File: config.mk
export PLATFORM = sky130hd
export DESIGN_NAME = weight_fifo_loader
export DESIGN_NICKNAME = d
export VERILOG_FILES = /design/src/rtl/weight_loader_pkg.sv /design/src/rtl/weight_fifo_loader_lane_onehot.sv /design/src/rtl/weight_fifo_loader.sv
export SDC_FILE = /design/constraint.sdc
export NUM_CORES = 1
export LEC_CHECK = 0
export ABC_AREA = 1
export CORE_ASPECT_RATIO = 0.9
export CORE_MARGIN = 1
export CORE_UTILIZATION = 49
export DETAILED_ROUTE_END_ITERATION = 16
export PLACE_DENSITY = 0.8
export SLEW_MARGIN = 20
export SYNTH_ARGS = -nofsm -noshare
export SYNTH_HDL_FRONTEND = slang
export SYNTH_SLANG_ARGS = --single-unit
File: constraint.sdc
create_clock -name clk -period 2.65 [get_ports clk]
set_clock_uncertainty 0.1 [all_clocks]
set_input_delay 0.6625 -clock clk [delete_from_list [all_inputs] [get_ports clk]]
set_output_delay 0.6625 -clock clk [all_outputs]
set_load 0.02 [all_outputs]
File: src/rtl/weight_loader_pkg.sv
// rtl/weight_loader_pkg.sv - shared types for the weight FIFO loader
package weight_loader_pkg;

  localparam int NUM_LANES = 16;

  typedef logic [$clog2(NUM_LANES)-1:0] lane_t;

  typedef enum logic [1:0] {
    IDLE,
    LOAD,
    PAD,
    DONE
  } wl_state_t;

endpackage

File: src/rtl/weight_fifo_loader_lane_onehot.sv
// rtl/weight_fifo_loader_lane_onehot.sv - lane index to gated one-hot write strobe
module lane_onehot #(
  parameter int NUM_FIFOS = 16,
  parameter int LANE_W    = $clog2(NUM_FIFOS)
) (
  input  logic [LANE_W-1:0]    lane,
  input  logic                 en,
  output logic [NUM_FIFOS-1:0] onehot
);

  always_comb begin
    onehot = '0;
    for (int i = 0; i < NUM_FIFOS; i++) begin
      if (en && (lane == LANE_W'(i))) onehot[i] = 1'b1;
    end
  end

endmodule

File: src/rtl/weight_fifo_loader.sv
// rtl/weight_fifo_loader.sv - byte stream to round-robin weight FIFO lane writer
// Optional zero padding of short streams: define WLOAD_ZERO_PAD_EN.
module weight_fifo_loader
  import weight_loader_pkg::*;
#(
  parameter int NUM_FIFOS = 16,
  parameter int DATA_W    = 8,
  parameter int ROWS_W    = 8
) (
  input  logic                 clk,
  input  logic                 reset,
  input  logic                 start,
  input  logic [ROWS_W-1:0]    num_rows,
  input  logic                 in_valid,
  input  logic [DATA_W-1:0]    in_data,
  input  logic                 in_last,
  output logic                 in_ready,
  input  logic [NUM_FIFOS-1:0] fifo_full,
  output logic [NUM_FIFOS-1:0] wr,
  output logic [DATA_W-1:0]    data_out,
  output logic                 busy,
  output logic                 done,
  output logic                 err
);

  localparam int LANE_W = $clog2(NUM_FIFOS);
  localparam logic [LANE_W-1:0] LAST_LANE = LANE_W'(NUM_FIFOS - 1);

  wl_state_t             state, state_nx;
  logic [LANE_W-1:0]     lane, lane_nx;
  logic [ROWS_W-1:0]     row, row_nx, rows;
  logic                  accept, at_final, wr_en, pad_wr, err_set;
  logic [NUM_FIFOS-1:0]  wr_onehot;

  assign in_ready = (state == LOAD) && !fifo_full[lane];
  assign accept   = in_valid && in_ready;
  assign busy     = (state == LOAD) || (state == PAD);
  assign at_final = (lane == LAST_LANE) && (row == rows - ROWS_W'(1));

  always_comb begin
    state_nx = state;
    lane_nx  = lane;
    row_nx   = row;
    wr_en    = 1'b0;
    pad_wr   = 1'b0;
    err_set  = 1'b0;
    case (state)
      IDLE: begin
        if (start) begin
          lane_nx  = '0;
          row_nx   = '0;
          state_nx = (num_rows == '0) ? DONE : LOAD;
        end
      end
      LOAD: begin
        if (accept) begin
          wr_en = 1'b1;
          if (lane == LAST_LANE) begin
            lane_nx = '0;
            row_nx  = row + ROWS_W'(1);
          end else begin
            lane_nx = lane + LANE_W'(1);
          end
          // The final position ends the load whether or not the stream agrees.
          if (at_final) begin
            state_nx = DONE;
            err_set  = !in_last;
          end else if (in_last) begin
            err_set = 1'b1;
`ifdef WLOAD_ZERO_PAD_EN
            state_nx = PAD;
`else
            state_nx = DONE;
`endif
          end
        end
      end
      PAD: begin
`ifdef WLOAD_ZERO_PAD_EN
        if (!fifo_full[lane]) begin
          wr_en  = 1'b1;
          pad_wr = 1'b1;
          if (lane == LAST_LANE) begin
            lane_nx = '0;
            row_nx  = row + ROWS_W'(1);
          end else begin
            lane_nx = lane + LANE_W'(1);
          end
          if (at_final) state_nx = DONE;
        end
`else
        state_nx = IDLE;
`endif
      end
      DONE:    state_nx = IDLE;
      default: state_nx = IDLE;
    endcase
  end

  lane_onehot #(
    .NUM_FIFOS (NUM_FIFOS),
    .LANE_W    (LANE_W)
  ) u_lane_onehot (
    .lane   (lane),
    .en     (wr_en),
    .onehot (wr_onehot)
  );

  always_ff @(posedge clk or posedge reset) begin
    if (reset) begin
      state    <= IDLE;
      lane     <= '0;
      row      <= '0;
      rows     <= '0;
      wr       <= '0;
      data_out <= '0;
      done     <= 1'b0;
      err      <= 1'b0;
    end else begin
      state <= state_nx;
      lane  <= lane_nx;
      row   <= row_nx;
      wr    <= wr_onehot;
      done  <= (state == DONE);
      if (state == IDLE && start) begin
        rows <= num_rows;
        err  <= 1'b0;
      end else if (err_set) begin
        err <= 1'b1;
      end
      if (wr_en) data_out <= pad_wr ? '0 : in_data;
    end
  end

endmodule

==> flow_metrics.env <==
export IMPL_run_status="completed"
export IMPL_grt_total_ovfl=0
export IMPL_post_cts_setup_buffers=0
export IMPL_tritoncts="done"
export IMPL_critPathArrivalTime_ps=1780
export IMPL_crit_path_max_incr_delay_ps=390
export IMPL_min_delay_path_class="reg2reg"
export IMPL_detailed_placer_s_ending_hpwl_mm=4.29
export IMPL_synth_net_count=373
export IMPL_die_h_um=70.7
export IMPL_worst_setup_path_type="in2out"
export IMPL_num_antenna_cells=0
export IMPL_period_minus_ws_final_ps=2540
export IMPL_cts_root_to_sink_buffers=2
export IMPL_critical_path_startpoint_type="input port"
export IMPL_antenna_violating_nets_post_route=0
export IMPL_path_clk_slew_ps=90
export IMPL_clkSinkCount=48
export IMPL_placementRows=24
export IMPL_synth_ff_latch_count=48
export IMPL_first_global_vias=2194
export IMPL_synth_top_area_cell="sky130_fd_sc_hd__dfrtp_1"
export IMPL_grt_pass1_wl_mm=9.60
export IMPL_number_of_unique_standard_cell_types_used_by_synthesis=26
export IMPL_number_of_max_slew_violations_in_the_final_report=0
export IMPL_cp_buffers_inverters=3
export IMPL_htree_num_levels=2
export IMPL_core_area_sq_um=4950
export IMPL_count_of_flip_flops_with_a_built_in_enable_after_synthesis=0
export IMPL_floorplan_io_pins=65
export IMPL_yosys_warnings=0
export IMPL_avgViaCountPerCell=4.97
export IMPL_flow_area_growth_from_synthesis_pct=32.9
export IMPL_timing_final_crit_share=0.960
export IMPL_placed_cells=455
export IMPL_vdd_ir_drop_max_uv=525
export IMPL_design_final_nets=444
export IMPL_max_slew_headroom_at_the_worst_pin=0.612
export IMPL_groute_layer_met2_usage=0.403
export IMPL_io_buffer_count=64
export IMPL_postSynthAreaPerCell_sq_um=7.88
export IMPL_yosys_area_top_type_share=0.468
export IMPL_leakagePower_nw=1.73
export IMPL_instances_no_fill=463
export IMPL_end_kind="primary output"
export IMPL_wirelength_mm=5.63
export IMPL_gp_routability_congestion=0.837
export IMPL_power_density_nw_per_um2=872
export IMPL_grt_busiest_layer="met2"
export IMPL_remaining_drc_errors=0
export IMPL_grt_total_usage=0.220
export IMPL_report_final_hold_viol_count=0
export IMPL_syn_area_sq_um=2570
export IMPL_route_detailed_wl_per_inst_um=12.2
export IMPL_clock_latency_ps=300
export IMPL_critical_path_cell_count=9
export IMPL_synth_ff_type="sky130_fd_sc_hd__dfrtp_1"
export IMPL_cts_resized_gates=4
export IMPL_detail_route_iter0_violations=121
export IMPL_synthesized_instance_count=326
export IMPL_initial_utilization=0.518
export IMPL_worst_slew_pin_slew_ps=582
export IMPL_cts_inserted_buffers=5
export IMPL_synth_yosys_seq_area_share=0.468
export IMPL_r2r_cells=14
export IMPL_floorplan_die_area_sq_um=5530
export IMPL_layout_drive_gt1_share=0.0678
export IMPL_grt_antenna_before_repair=0
export IMPL_x_dimension_of_the_die_um=78.3
export IMPL_ys_async_sr_fraction=1.00
export IMPL_hold_depth=2
export IMPL_grt_setup_unrepaired="no"
export IMPL_crit_slowest_cell="sky130_fd_sc_hd__clkdlybuf4s50_1"
export IMPL_crit_path_max_fanout=2
export IMPL_setup_violations_final=0
export IMPL_pin_count_of_the_biggest_net_entering_global_routing=49
export IMPL_grtUsageMet1=0.263
export IMPL_routed_via_count=2303
export IMPL_clk_root_buffer_cell="sky130_fd_sc_hd__clkbuf_8"
export IMPL_achievable_frequency_ghz=0.393
export IMPL_whs_ps=393
export IMPL_path_delay_family="buffers and inverters"
export IMPL_synth_top_cells_by_area="sky130_fd_sc_hd__dfrtp_1 47%, sky130_fd_sc_hd__nand2_1 15%, sky130_fd_sc_hd__inv_1 6.3%, sky130_fd_sc_hd__ha_1 4.9%, sky130_fd_sc_hd__nor2_1 4.2%"
export IMPL_crit_required_ps=1890
export IMPL_max_cap_violations=0
export IMPL_ctsHoldBuffers=0
export IMPL_detail_route_first_pass_iterations=5
export IMPL_globalRouteMet3Util=0.0426
export IMPL_worstPathCellList="clkdlybuf4s50_1 > nand2_1 > nand3_1 > nand3_1 > nand2_1 > nor2_2 > inv_1 > nor2_1 > buf_4"
[worst register-to-register path: stages, from the launching register on]
cell                      delay [ps]
sky130_fd_sc_hd__dfrtp_1         410
sky130_fd_sc_hd__inv_1            90
sky130_fd_sc_hd__ha_1            190
sky130_fd_sc_hd__nand2_1          90
sky130_fd_sc_hd__nor2_1          110
sky130_fd_sc_hd__xnor2_1         150
sky130_fd_sc_hd__xor2_1          160
sky130_fd_sc_hd__nand2_1          60
sky130_fd_sc_hd__nor2_1           80
sky130_fd_sc_hd__nand3_1          90
sky130_fd_sc_hd__ha_1            190
sky130_fd_sc_hd__nand2_1          90
sky130_fd_sc_hd__nand3_1         110
sky130_fd_sc_hd__nand2_1          80
sky130_fd_sc_hd__nand2_1          40
[final cells by class]
class	count	area [sq um]
Clock buffer	6	82.6
Clock inverter	2	38.8
Fill cell	408	1540
Inverter	46	178
Multi-Input combinational cell	224	1130
Sequential cell	48	1200
Tap cell	65	81.3
Timing Repair Buffer	72	698
[metrics by stage]
stage	setup slack (ps)	TNS (ps)	instance area, sq um	utilization	power, mW
after global placement	-350	-350	3290	0.665	2.38
final	105	0	3410	0.689	2.98
after global routing	8.07	0	3410	0.689	3.20
after floorplan	524	0	2570	-	1.98
after CTS	93.2	0	3410	0.688	3.00
after detailed placement	-352	-352	3290	0.665	2.43
[cell usage after synthesis (3+ instances only)]
cell                        n
sky130_fd_sc_hd__xnor2_1    7
sky130_fd_sc_hd__nand2_1  105
sky130_fd_sc_hd__o21ai_0   12
sky130_fd_sc_hd__a21oi_1    5
sky130_fd_sc_hd__nor3_1     5
sky130_fd_sc_hd__nand3_1   17
sky130_fd_sc_hd__buf_2      3
sky130_fd_sc_hd__ha_1      10
sky130_fd_sc_hd__nor2_1    29
sky130_fd_sc_hd__xor2_1     9
sky130_fd_sc_hd__dfrtp_1   48
sky130_fd_sc_hd__inv_1     43
sky130_fd_sc_hd__nand4_1   16
[metal layers]
metal / routed length, um / share of wire
met4: 53 / 0.0094
met3: 245 / 0.044
met2: 2860 / 0.51
met1: 2470 / 0.44
met5: 0 / 0
[registers in the layout, indices dropped and copies added, names as in the netlist]
| signal | cells |
|---|---|
| wr | 16 |
| err | 1 |
| done | 1 |
| state | 2 |
| row | 8 |
| rows | 8 |
| lane | 4 |
| data_out | 8 |
[layout by cell type, fill, tap and decap left out, drive strengths merged]
master,count
bufinv,1
ha,10
o21ai,13
clkbuf,6
nand2,106
clkinv,2
inv,45
xnor2,7
nor3,5
nor4,1
a21oi,5
a21boi,1
o31ai,1
nand4,16
xor2,9
nor2,30
nand3,19
dfrtp,48
clkdlybuf4s50,63
or2,1
buf,9
[where the power goes]
group / total, mW / internal [mW] / switching, mW
combinational: 1.37 / 0.574 / 0.800
sequential: 1.04 / 0.896 / 0.141
clock: 0.566 / 0.309 / 0.257
[path summary, 6_finish.rpt]
path	start	end	slack (ps)
setup / recovery	fifo_full[3]	in_ready	110
hold / removal	data_out[3]	data_out[3]	390
setup reg to reg	rows[0]	state[0]	490
hold reg to reg	data_out[3]	data_out[3]	390
max in group asynchronous	reset	lane[2]	1340
min in group asynchronous	reset	rows[5]	720
[kinds of logic (layout without fill, tap and decap cells)]
group / count (synthesis) / after routing / share of synthesized area
buffers and inverters: 54 / 126 / 0.0911
AND/OR/NAND/NOR: 178 / 178 / 0.295
flip-flops: 48 / 48 / 0.468
AO/OA/AOI/OAI: 20 / 20 / 0.0424
adder cells (fa/ha/maj): 10 / 10 / 0.0487
XOR/XNOR: 16 / 16 / 0.0546
Power figures use the tool's default switching activity.
